$ cat config.mk
export PLATFORM = sky130hd
export DESIGN_NAME = acia_tx_cfg
export DESIGN_NICKNAME = d
export VERILOG_FILES = /design/src/rtl/acia_tx_cfg.sv
export SDC_FILE = /design/constraint.sdc
export NUM_CORES = 1
export LEC_CHECK = 0
export ABC_AREA = 1
export CAP_MARGIN = 20
export CORE_MARGIN = 8
export CORE_UTILIZATION = 54
export DETAILED_ROUTE_END_ITERATION = 10
export HOLD_SLACK_MARGIN = 0.08
export PLACE_DENSITY_LB_ADDON = 0.15
export SLEW_MARGIN = 15
export SYNTH_ARGS = -nofsm -noshare
export SYNTH_HDL_FRONTEND = slang
export SYNTH_SLANG_ARGS = --single-unit
$ cat constraint.sdc
create_clock -name clk -period 2.85 [get_ports clk]
set_input_delay 0.855 -clock clk [delete_from_list [all_inputs] [get_ports clk]]
set_output_delay 0.855 -clock clk [all_outputs]
set_load 0.005 [all_outputs]
$ cat src/rtl/acia_tx_cfg.sv
// Configurable ACIA transmitter: byte FIFO feeding a UART framer with
// per-frame latched divisor, data length, parity and stop-bit settings.
module acia_tx_cfg #(
  parameter int SCW = 16,
  parameter int FAW = 4
) (
  input  logic           clk,
  input  logic           rst,
  input  logic [7:0]     tx_dat,
  input  logic           tx_we,
  input  logic [SCW-1:0] cfg_div,
  input  logic [1:0]     cfg_bits,
  input  logic [1:0]     cfg_par,
  input  logic           cfg_stop,
  input  logic           tx_break,
  input  logic           ovr_clr,
  output logic           tx_serial,
  output logic           tx_busy,
  output logic           fifo_empty,
  output logic           fifo_full,
  output logic [FAW:0]   fifo_cnt,
  output logic           tx_ovr
);

  localparam int DEPTH = 2**FAW;
  localparam logic [FAW:0] CNT_FULL = (FAW+1)'(DEPTH);
  localparam logic [FAW:0] CNT_ONE  = (FAW+1)'(1);

  typedef enum logic [2:0] {
    ST_IDLE,
    ST_START,
    ST_DATA,
    ST_PARITY,
    ST_STOP
  } state_t;

  logic [7:0]     r_mem [DEPTH];
  logic [7:0]     r_rd_dat;
  logic [FAW-1:0] r_wptr;
  logic [FAW-1:0] r_rptr;
  logic [FAW:0]   r_cnt;
  logic           r_empty;
  logic           r_full;
  logic           r_ovr;

  state_t         r_state;
  logic [SCW-1:0] r_div;
  logic [SCW-1:0] r_cyc;
  logic [2:0]     r_last_bit;
  logic [2:0]     r_bitn;
  logic           r_par_en;
  logic           r_odd;
  logic           r_stop2;
  logic           r_stopn;
  logic [7:0]     r_shift;
  logic           r_par;
  logic           r_tx;
  logic           r_busy;

  logic           w_wr;
  logic           w_pop;
  logic           w_bit_end;
  logic           w_can_start;
  logic           w_frame_done;
  logic [FAW:0]   w_cnt_next;
  logic           w_line;

  // Full is judged on the pre-edge count, so a same-edge pop never frees room for a write.
  assign w_wr         = tx_we & ~r_full;
  assign w_bit_end    = (r_cyc == r_div);
  assign w_can_start  = ~r_empty & ~tx_break;
  assign w_frame_done = (r_state == ST_STOP) & w_bit_end & (r_stopn == r_stop2);
  assign w_pop        = w_can_start & ((r_state == ST_IDLE) | w_frame_done);

  always_comb begin
    w_cnt_next = r_cnt;
    case ({w_wr, w_pop})
      2'b10:   w_cnt_next = r_cnt + CNT_ONE;
      2'b01:   w_cnt_next = r_cnt - CNT_ONE;
      default: w_cnt_next = r_cnt;
    endcase
  end

  always_ff @(posedge clk) begin
    if (rst) begin
      r_wptr  <= '0;
      r_rptr  <= '0;
      r_cnt   <= '0;
      r_empty <= 1'b1;
      r_full  <= 1'b0;
      r_ovr   <= 1'b0;
    end else begin
      if (w_wr) begin
        r_wptr <= r_wptr + FAW'(1);
      end
      if (w_pop) begin
        r_rptr <= r_rptr + FAW'(1);
      end
      r_cnt   <= w_cnt_next;
      r_empty <= (w_cnt_next == '0);
      r_full  <= (w_cnt_next == CNT_FULL);
      if (tx_we && r_full) begin
        r_ovr <= 1'b1;
      end else if (ovr_clr) begin
        r_ovr <= 1'b0;
      end
    end
  end

  // Storage array with a registered read port; pop never aliases a write slot.
  always_ff @(posedge clk) begin
    if (w_wr) begin
      r_mem[r_wptr] <= tx_dat;
    end
    if (w_pop) begin
      r_rd_dat <= r_mem[r_rptr];
    end
  end

  always_comb begin
    w_line = 1'b1;
    case (r_state)
      ST_IDLE:   w_line = ~tx_break;
      ST_START:  w_line = 1'b0;
      ST_DATA:   w_line = r_shift[0];
      ST_PARITY: w_line = r_par ^ r_odd;
      default:   w_line = 1'b1;
    endcase
  end

  // The line and busy registers trail the state by one cycle, so each bit
  // keeps its full cfg_div+1 duration on the pin.
  always_ff @(posedge clk) begin
    if (rst) begin
      r_state    <= ST_IDLE;
      r_div      <= '0;
      r_cyc      <= '0;
      r_last_bit <= '0;
      r_bitn     <= '0;
      r_par_en   <= 1'b0;
      r_odd      <= 1'b0;
      r_stop2    <= 1'b0;
      r_stopn    <= 1'b0;
      r_shift    <= '0;
      r_par      <= 1'b0;
      r_tx       <= 1'b1;
      r_busy     <= 1'b0;
    end else begin
      r_tx   <= w_line;
      r_busy <= (r_state != ST_IDLE);
      case (r_state)
        ST_IDLE: begin
          r_cyc <= '0;
        end
        ST_START: begin
          if (w_bit_end) begin
            r_cyc   <= '0;
            r_shift <= r_rd_dat;
            r_state <= ST_DATA;
          end else begin
            r_cyc <= r_cyc + SCW'(1);
          end
        end
        ST_DATA: begin
          if (w_bit_end) begin
            r_cyc   <= '0;
            r_shift <= {1'b0, r_shift[7:1]};
            r_par   <= r_par ^ r_shift[0];
            r_bitn  <= r_bitn + 3'd1;
            if (r_bitn == r_last_bit) begin
              r_stopn <= 1'b0;
              r_state <= r_par_en ? ST_PARITY : ST_STOP;
            end
          end else begin
            r_cyc <= r_cyc + SCW'(1);
          end
        end
        ST_PARITY: begin
          if (w_bit_end) begin
            r_cyc   <= '0;
            r_stopn <= 1'b0;
            r_state <= ST_STOP;
          end else begin
            r_cyc <= r_cyc + SCW'(1);
          end
        end
        ST_STOP: begin
          if (w_bit_end) begin
            r_cyc <= '0;
            if (r_stopn == r_stop2) begin
              r_state <= ST_IDLE;
            end else begin
              r_stopn <= 1'b1;
            end
          end else begin
            r_cyc <= r_cyc + SCW'(1);
          end
        end
        default: begin
          r_state <= ST_IDLE;
        end
      endcase
      // A pop starts a frame and snapshots the configuration for its whole duration.
      if (w_pop) begin
        r_div      <= cfg_div;
        r_last_bit <= {1'b1, cfg_bits};
        r_par_en   <= cfg_par[1];
        r_odd      <= cfg_par[0];
        r_stop2    <= cfg_stop;
        r_cyc      <= '0;
        r_bitn     <= '0;
        r_par      <= 1'b0;
        r_state    <= ST_START;
      end
    end
  end

  assign tx_serial  = r_tx;
  assign tx_busy    = r_busy;
  assign fifo_empty = r_empty;
  assign fifo_full  = r_full;
  assign fifo_cnt   = r_cnt;
  assign tx_ovr     = r_ovr;

endmodule

# Yosys cells after proc, flatten, opt, wreduce, memory -nomap -nowiden
# Memories as Yosys holds them, arrays and structs flattened. A register that Yosys moved wholly into a read port is not among the register bits.
# Index checks and enable logic that the tools add are counted.
op_classes:
  add_sub_neg: 6
  n_mul: 0
  n_div: 0
  order_cmp: 0
  n_eq_ne: 24
  n_shift: 0
  n_mux: 26
  bitwise: 12
  reduce_logical: 15
op_table:
  columns: ["operator", "n"]
  rows:
  - ["16-bit case mux with 2 select lines", 1]
  - ["3-bit two-way mux", 7]
  - ["16-bit by 1-bit adder with 16-bit output (second input constant)", 1]
  - ["16-bit == test", 1]
  - ["16-bit two-way mux", 1]
  - ["8-bit two-way mux", 2]
  - ["8-bit case mux with 2 select lines", 1]
  - ["3-bit != test (second input constant)", 5]
  - ["3-bit case mux with 5 select lines", 1]
  - ["2-bit != test (second input constant)", 7]
  - ["7-bit AND reduction", 2]
  - ["1-bit two-way mux", 10]
  - ["5-bit case mux with 2 select lines", 1]
  - ["4-bit by 1-bit adder with 4-bit output (second input constant)", 2]
  - ["3-bit by 2-bit == test with 1-bit output (second input constant)", 2]
  - ["6-bit AND reduction", 1]
  - ["2-bit nonzero test", 3]
  - ["3-bit nonzero test", 2]
  - ["5-bit by 1-bit adder with 5-bit output (second input constant)", 1]
  - ["1-bit bitwise AND", 5]
  - ["5-bit == test (second input constant)", 1]
  - ["5-bit logical NOT", 1]
  - ["5-bit by 1-bit subtractor with 5-bit output (second input constant)", 1]
  - ["1-bit NOT", 4]
  - ["19 further kinds", 20]
word_totals:
  ff_bits: 72
  latchBits: 0
  mem_bits_rw: 128
  romBits: 0
  inputBits: 34
  out_inout_bits: 10
  wordCells: 104
  mem_count: 1
mem_list:
  columns: ["name", "words", "width", "read_ports", "rd_ports_with_merged_regs", "write_ports", "line", "rtl"]
  rows:
  - ["r_mem", 16, 8, 1, 1, 1, "37", "logic [7:0] r_mem [DEPTH];"]

# Logic depth before layout (Yosys ltp)
# Gate-level depths: netlist of run 1.
logic_depth:
  ltp_word: 8
  depth_mapped: 24
  mapped_depth_nobuf: 22

# Least setup slack after synthesis of run 1
# OpenSTA, ideal clock, no wires.
synth_timing:
  kind: "input to register"
  from: "input tx_break"
  to: "register r_empty (netlist: fifo_empty)"
  setup_time_ps: 61
  t_arrival_ps: 2844
  required_ps: 2789
  slack_ps: -55
  stages: 14
  path_buffers: 1
  cell_sequence: "nor2_1 > nand2_4 > inv_6 > buf_8 > ha_1 > xor2_1 > ha_1 > o21ai_0 > o21ai_0 > nand3_1 > nand2_1 > nand2_1 > nand3b_1 > nand2_1"
synth_between:
  elab_chain_len: 6
  word_cells_on_any_way: 7
  classes_between: "2 x eq/ne; 1 x mux; 3 x bitwise; 1 x reduce/logical"
synth_lines:
  columns: ["element", "line", "rtl"]
  rows:
  - ["start: declaration", "15", "input logic tx_break,"]
  - ["1-bit NOT (*)", "71", "assign w_can_start = ~r_empty & ~tx_break;"]
  - ["1-bit bitwise AND (*)", "71", null]
  - ["1-bit bitwise AND (*)", "73", "assign w_pop = w_can_start & ((r_state == ST_IDLE) | w_frame_done);"]
  - ["net w_pop", "61", "logic w_pop;"]
  - ["2-bit by 1-bit == test with 1-bit output or 2-bit == test (tied branches)", "77", "case ({w_wr, w_pop})"]
  - ["5-bit case mux with 2 select lines (*)", "77", null]
  - ["5-bit logical NOT (*)", "100", "r_empty <= (w_cnt_next == '0);"]
  - ["end signal: assignment", "100", null]
  - ["end: declaration", "42", "logic r_empty;"]
# The timed path passes the listed nets; every way through them passes the cells marked *.
# A chain may end at the register's enable or synchronous reset.

# Final worst setup path of run 1
layout_timing:
  from: "register r_cyc[3]"
  to: "register r_empty (netlist: fifo_empty)"
layout_between:
  elab_chain_len: 8
  word_cells_on_any_way: 9
  classes_between: "3 x eq/ne; 1 x mux; 4 x bitwise; 1 x reduce/logical"
layout_lines:
  columns: ["element", "line", "rtl"]
  rows:
  - ["start: declaration", "48", "logic [SCW-1:0] r_cyc;"]
  - ["start signal: assignment", "161", "r_cyc <= r_cyc + SCW'(1);"]
  - ["start signal: assignment", "175", "r_cyc <= r_cyc + SCW'(1);"]
  - ["start signal: assignment", "184", "r_cyc <= r_cyc + SCW'(1);"]
  - ["16-bit == test (*)", "70", "assign w_bit_end = (r_cyc == r_div);"]
  - ["1-bit bitwise AND (*) (2 in series)", "72", "assign w_frame_done = (r_state == ST_STOP) & w_bit_end & (r_stopn == r_stop2);"]
  - ["1-bit OR (*)", "73", null]
  - ["1-bit bitwise AND (*)", "73", null]
  - ["2-bit by 1-bit == test with 1-bit output or 2-bit == test (tied branches)", "77", null]
  - ["5-bit case mux with 2 select lines (*)", "77", null]
  - ["5-bit logical NOT (*)", "100", null]
# Every way passes the cells marked *; elsewhere a longest branch is shown, timed or not.

==> flow_metrics.py, run 1 <==
metrics = {
    "global_routing": {
        "antenna_found_initial": 0,
        "grtUsageTotal": 0.194,
        "grt_max_degree": 68,
        "grt_pass1_vias": 6463,
        "grt_first_pass_wirelength_mm": 33.4,
        "overflow": 0,
    },
    "place": {
        "gp_congestion": 0.874,
        "port_buffers": 43,
        "dp_slack_ns": -0.232,
        "place_area_um2": 9840,
        "hpwl_mm": 13.2,
    },
    "detailed_routing": {
        "avgRoutedWirePerCell_um": 16.3,
        "drtIter0Drc": 536,
        "antenna_left": 0,
        "wl_mm": 20.7,
        "num_vias": 6724,
        "drcViolationCount": 0,
        "first_pass_iters": 5,
        "vias_per_cell": 5.30,
    },
    "cts": {
        "numCtsBuffers": 23,
        "cts.sinks": 208,
        "path_clk_slew_ns": 0.06,
        "ctsRootBufferMaster": "clkbuf_16",
        "h-tree-depth": 1,
        "clk_latency_ns": 0.53,
        "clockBufferDepth": 3,
        "cts_hold_buffers": 0,
        "cts_tree": "built",
    },
    "timing": {
        "fin_ws_ns": 0.254,
        "clock_skew_ns": 0.0214,
        "fin_crit_ns": 2.60,
        "fin_crit_sh": 0.911,
        "report.final.slew_viol_count": 0,
        "slew_headroom": 0.511,
        "hold_viol_final": 0,
        "max_freq_ghz": 0.385,
        "finalSetupViolCount": 0,
        "worstMarginPinSlew_ns": 0.731,
        "fin_hold_ws_ns": 0.469,
    },
    "critical_path": {
        "ff2ff_setup_slack_ns": 0.25,
        "cp_data_required_time_ns": 3.24,
        "cp.depth": 21,
        "cp_slowest_stage_delay_ns": 0.37,
        "crit_fanout": 4,
        "r2r-end": "fifo_empty",
        "setup.worst_path.end_class": "flop",
        "cp_num_buf_inv": 3,
        "worst-r2r-cell-count": 21,
        "crit_top_cell": "nand2_1",
        "start_kind": "flop",
        "path_class": "reg -> reg",
        "timing.rr.start": "r_cyc[3]",
        "cp_cell_sequence": "inv_1 > nand2_1 > nand2_1 > nor2_1 > nand2_1 > nor2_4 > nand3_2 > nand2_4 > nand2_4 > inv_6 > ha_1 > xor2_1 > ha_2 > buf_4 > nor2_1 > nand2_1 > nand3_1 > o21ai_0 > nor2_1 > nand3b_1 > nand2_1",
        "cp_top_family": "simple AND/OR/NAND/NOR gates",
        "cpMaxStageDelayCell": "dfxtp_1",
        "crit_arrival_ns": 2.99,
    },
    "die": {
        "die_h_um": 145,
        "die_w_um": 145,
        "die-area_um2": 21100,
        "start_util": 0.547,
        "row_count": 47,
        "core_area_um2": 16500,
        "io_pins": 44,
    },
    "finish": {
        "final_nets": 1076,
        "fillCellCount": 1367,
        "diodes": 0,
        "area_delta_synth_final_pct": 18.1,
        "post-route-cell-area_um2": 10600,
        "drive_above_1_share": 0.107,
    },
    "power_and_ir_drop": {
        "internal_power_mw": 6.14,
        "power_switching_share": 0.326,
        "p_comb_frac": 0.281,
        "p_sw_mw": 2.96,
        "pwr-share-clk": 0.314,
        "p_leak_nw": 4.04,
        "p_seq_frac": 0.405,
        "p_per_area_nw_per_um2": 856,
        "peakVddDrop_mv": 0.576,
    },
    "min_path": {
        "hold_start": "tx_ovr",
        "min_to": "tx_ovr",
        "holdPathStages": 2,
        "hold_class": "reg -> reg",
    },
    "logic_synthesis": {
        "ys_seq_area_frac": 0.614,
        "synthFlopType": "edfxtp_1",
        "syn-num-nets": 998,
        "synth_top_family_by_area": "simple AND/OR/NAND/NOR gates",
        "ys_top_cells_by_area": "edfxtp_1, dfxtp_1, nor2_1",
        "yosys_warnings": 0,
        "avgSynthCellArea_um2": 9.44,
        "yosys.area_share.simple": 0.191,
        "yosysTopAreaCell": "edfxtp_1",
        "yosys.area_share.xor_xnor": 0.0185,
        "synthMuxAreaShare": 0.00111,
        "synth_seq_cells": 208,
        "synth_cell_types": 36,
        "netlist_area_um2": 9000,
        "synth-compound-area-share": 0.111,
        "synth-edff-count": 136,
        "post_synth_fa_ha_maj_area_fraction": 0.0139,
        "async_flop_share": 0,
        "synth_top_cell_area_share": 0.454,
        "syn_inst": 954,
    },
    "status": {
        "outcome": "complete, no violations",
    },
    "flow_run": {
        "drv_cap": 0,
    },
}
cell usage in the layout (no fill, tap or decap), types with 5 or more instances in the layout:
| master | count |
|---|---|
| a21oi_1 | 21 |
| o22ai_1 | 41 |
| o21ai_1 | 14 |
| clkdlybuf4s50_1 | 43 |
| dfxtp_2 | 8 |
| edfxtp_1 | 136 |
| nor2_1 | 219 |
| dfxtp_1 | 64 |
| buf_4 | 44 |
| ha_1 | 9 |
| clkbuf_16 | 23 |
| clkbuf_1 | 5 |
| xnor2_1 | 5 |
| xor2_1 | 14 |
| inv_1 | 67 |
| nor3_1 | 6 |
| nand2_1 | 153 |
| nand3_1 | 23 |
| o21ai_0 | 102 |
flip-flops by register name, indices dropped and copies added, names as in the netlist, 4 cells and up:
| name | count |
|---|---|
| fifo_cnt | 5 |
| r_cyc | 16 |
| r_wptr | 4 |
| r_mem | 128 |
| r_div | 16 |
| r_rptr | 4 |
| r_rd_dat | 8 |
| r_shift | 8 |
layout make-up:
type                       count  area (µm²)  area share
sequential                   208        5540       0.521
clock inverter                10        93.8     0.00883
multi-input combinational    637        3030       0.285
tap                          220         275      0.0259
inverter                      74         283      0.0266
timing repair buffer          88         781      0.0734
clock buffer                  31         636      0.0598
tightest hold or removal path, stage by stage (launching register included):
cell     delay, ns
dfxtp_1       0.31
nand2_1       0.06
a21oi_1       0.05
metrics by stage:
step           instances  utilization  total power, mW  setup TNS, ns
2_1_floorplan        954            -             5.41              0
3_3_place_gp        1221        0.597             6.14         -0.646
3_5_place_dp        1221        0.597             6.18         -0.733
4_1_cts             1262        0.642             9.04              0
5_1_grt             1268        0.646             9.61        -0.0112
6_report            1268        0.646             9.10              0
synthesized netlist by cell type (2+ instances only):
cell	n
xor2_1	14
nor2_2	3
nand3b_1	3
inv_2	4
dfxtp_1	72
xnor2_1	5
nor3_2	2
clkbuf_1	26
nand2_4	2
nor3_1	6
buf_2	3
o21ai_1	14
nor2_1	220
nor2_4	3
o22ai_1	41
nand3_1	23
edfxtp_1	136
ha_1	10
nand2_2	2
o21ai_0	104
clkinv_1	2
buf_6	4
inv_1	67
a21oi_1	21
nand2_1	153
nand4_1	4
worst max path at each step:
stage | from | end | slack [ns]
CTS | r_cyc[12] | fifo_empty | 0.11
global placement | tx_we | fifo_empty | -0.22
global route | r_cyc[1] | fifo_empty | -0.01
floorplan | tx_break | fifo_empty | 0.06
finish | r_cyc[3] | fifo_empty | 0.25
detailed placement | tx_we | fifo_empty | -0.23
per-layer routing:
layer / track usage / share of wire / wire, µm / up-vias
li1: - / - / - / 3366
met1: 0.245 / 0.44 / 9210 / 3146
met2: 0.326 / 0.47 / 9740 / 159
met3: 0.0339 / 0.052 / 1070 / 53
met4: 0.0744 / 0.033 / 681 / 0
met5: 0 / 0 / 0 / -
timing repair:
item                       4_1_cts  5_1_grt
buffers inserted                 0        6
setup endpoints to repair        0        4
resized for setup                0       12
cells by family after synthesis:
family	after synthesis
AOI/OAI and AO/OA	184
xor gates and xnor gates	19
adders and majority gates	10
buffers and inverters	109
DFF	208
muxes	1
and+or+nand+nor	423
power by group through the flow:
stage	sequential (mW)	combinational, mW	clock (mW)
finish	3.69	2.56	2.85
CTS	3.69	2.45	2.90
detailed placement	3.75	2.43	0
floorplan	3.72	1.69	0
global placement	3.74	2.40	0
global route	3.72	2.88	3.01
Power figures use the tool's default switching activity.
==> run 2, diff against run 1 <==
--- a/config.mk
+++ b/config.mk
@@ -12,6 +12,7 @@
 export DETAILED_ROUTE_END_ITERATION = 10
 export HOLD_SLACK_MARGIN = 0.08
 export PLACE_DENSITY_LB_ADDON = 0.15
+export RECOVER_POWER = 25
 export SLEW_MARGIN = 15
 export SYNTH_ARGS = -nofsm -noshare
 export SYNTH_HDL_FRONTEND = slang
==> run 2 against run 1 <==
Sequential power barely moved. Core utilization fell by 0.053 points. Global-route usage did not move. Flip-flop and latch count did not move. Clock-buffer cell count did not move. Final cell count did not move.
==> flow_metrics.py, run 2 (synthesized netlist as in run 1, its figures left out) <==
metrics = {
    "timing": {
        "finalSetupViolCount": 0,
        "fin_ws_ns": 0.255,
        "clock_skew_ns": 0.0197,
        "hold_viol_final": 0,
        "fin_crit_ns": 2.60,
        "final.setup.tns_ns": 0,
        "fin_crit_sh": 0.911,
        "report.final.slew_viol_count": 0,
        "slew_headroom": 0.447,
        "worstMarginPinSlew_ns": 0.823,
        "max_freq_ghz": 0.385,
    },
    "cts": {
        "clockBufferDepth": 3,
        "cts.sinks": 208,
        "cts_tree": "built",
        "h-tree-depth": 1,
        "numCtsBuffers": 23,
        "path_clk_slew_ns": 0.06,
        "clk_latency_ns": 0.52,
        "ctsRootBufferMaster": "clkbuf_16",
    },
    "min_path": {
        "hold_class": "reg -> reg",
        "holdPathStages": 2,
        "hold_start": "tx_ovr",
        "min_to": "tx_ovr",
    },
    "flow_run": {
        "drv_cap": 0,
    },
    "global_routing": {
        "overflow": 0,
        "grt_pass1_vias": 6463,
        "grt_first_pass_wirelength_mm": 33.4,
        "antenna_found_initial": 0,
        "grtUsageTotal": 0.194,
        "grt_max_degree": 68,
    },
    "finish": {
        "largest_reg_flops": 128,
        "top_regs": "r_mem x128, r_cyc x16, r_div x16",
        "final_cell_count_no_fill": 1268,
        "post-route-cell-area_um2": 10600,
        "drive_above_1_share": 0.105,
        "top_register": "r_mem",
        "diodes": 0,
        "area_delta_synth_final_pct": 18.0,
        "final_cell_mix": "nor2_1, nand2_1, edfxtp_1, o21ai_0, inv_1",
        "final_nets": 1076,
        "final_common_cell": "nor2_1",
    },
    "critical_path": {
        "setup.worst_path.end_class": "flop",
        "ff2ff_setup_slack_ns": 0.25,
        "worst-r2r-cell-count": 21,
        "r2r-end": "fifo_empty",
        "path_class": "reg -> reg",
        "timing.rr.start": "r_cyc[3]",
        "cp_data_required_time_ns": 3.24,
        "crit_fanout": 4,
        "crit_arrival_ns": 2.99,
        "start_kind": "flop",
    },
    "power_and_ir_drop": {
        "pwr-share-clk": 0.314,
        "p_per_area_nw_per_um2": 856,
        "p_comb_frac": 0.281,
        "p_seq_frac": 0.405,
        "internal_power_mw": 6.13,
        "power_switching_share": 0.325,
        "p_leak_nw": 4.03,
        "p_sw_mw": 2.96,
        "peakVddDrop_mv": 0.577,
        "total_power_mw": 9.09,
    },
    "place": {
        "gp_congestion": 0.874,
        "hpwl_mm": 13.2,
        "dp_slack_ns": -0.232,
        "dp.cells": 1221,
        "port_buffers": 43,
        "place_area_um2": 9840,
    },
    "die": {
        "start_util": 0.547,
        "io_pins": 44,
        "core_area_um2": 16500,
        "row_count": 47,
        "die_h_um": 145,
        "die-area_um2": 21100,
        "die_w_um": 145,
    },
    "detailed_routing": {
        "drtIter0Drc": 533,
        "antenna_left": 0,
        "drcViolationCount": 0,
        "wl_mm": 20.6,
        "avgRoutedWirePerCell_um": 16.3,
        "first_pass_iters": 5,
        "vias_per_cell": 5.30,
        "num_vias": 6718,
    },
    "status": {
        "outcome": "complete, no violations",
    },
}
## run 2: changes by cell type in the layout (fill, tap and decap cells not counted), sizes merged
cell,previous run,this run
clkdlybuf4s50,43,36
dlygate4sd3,0,7
buf,45,44
clkbuf,31,32
## run 2: routing by layer
metal	track usage	vias to the layer above	wire length, µm
met4	0.0744	0	660
met3	0.0339	50	1110
li1	-	3365	-
met5	0	-	0
met2	0.326	177	9720
met1	0.245	3126	9120
## run 2: area by class of cell
cell class | count | area, µm²
flip-flops and latches | 208 | 5540
multi-input cells | 637 | 3020
fillers | 1370 | 5840
inverters | 74 | 283
repair buffers | 88 | 777
clock buffers | 31 | 636
clock inverters | 10 | 93.8
well taps | 220 | 275
## run 2: timing repair
action                                  CTS  global route
buffers inserted                          0             6
gates resized for setup                   0            12
endpoints found under the setup margin    0             4
hold buffers                              0             0
## run 2: critical path, cell delays in order (launching register included)
cell and delay (ns):
dfxtp_1 0.37, inv_1 0.09, nand2_1 0.06, nand2_1 0.05
nor2_1 0.09, nand2_1 0.10, nor2_4 0.18, nand3_2 0.11
nand2_4 0.10, nand2_4 0.06, inv_6 0.05, ha_1 0.16
xor2_1 0.21, ha_2 0.23, buf_4 0.11, nor2_1 0.04
nand2_1 0.05, nand3_1 0.06, o21ai_0 0.12, nor2_1 0.10
nand3b_1 0.09, nand2_1 0.05
## run 2: per-stage QoR
step                hold WS, ns  utilization
floorplan                 0.449            -
detailed placement        0.458        0.597
global route              0.498        0.645
global placement          0.452        0.597
finish                    0.469        0.645
CTS                       0.466        0.642
## run 2: how the worst max path moves through the flow
| stage | cells after the start | endpoint | startpoint | slack, ns |
|---|---|---|---|---|
| 5_1_grt | 21 | fifo_empty | r_cyc[1] | -0.01 |
| 6_report | 21 | fifo_empty | r_cyc[3] | 0.25 |
| 3_5_place_dp | 14 | fifo_empty | tx_we | -0.23 |
| 3_3_place_gp | 14 | fifo_empty | tx_we | -0.22 |
| 4_1_cts | 20 | fifo_empty | r_cyc[12] | 0.11 |
| 2_1_floorplan | 14 | fifo_empty | tx_break | 0.06 |
## run 2: power groups by stage
stage | Sequential, mW | Combinational [mW] | Clock (mW)
2_1_floorplan | 3.72 | 1.69 | 0
3_3_place_gp | 3.74 | 2.40 | 0
3_5_place_dp | 3.75 | 2.43 | 0
4_1_cts | 3.69 | 2.45 | 2.90
5_1_grt | 3.72 | 2.87 | 3.01
6_report | 3.68 | 2.55 | 2.85
==> run 3, diff against run 2 <==
--- a/config.mk
+++ b/config.mk
@@ -6,6 +6,7 @@
 export NUM_CORES = 1
 export LEC_CHECK = 0
 export ABC_AREA = 1
+export ABC_CLOCK_PERIOD_IN_PS = 2850
 export CAP_MARGIN = 20
 export CORE_MARGIN = 8
 export CORE_UTILIZATION = 54
==> results of run 3 <==
Final layout, timing and power as in run 2 (identical DEF).
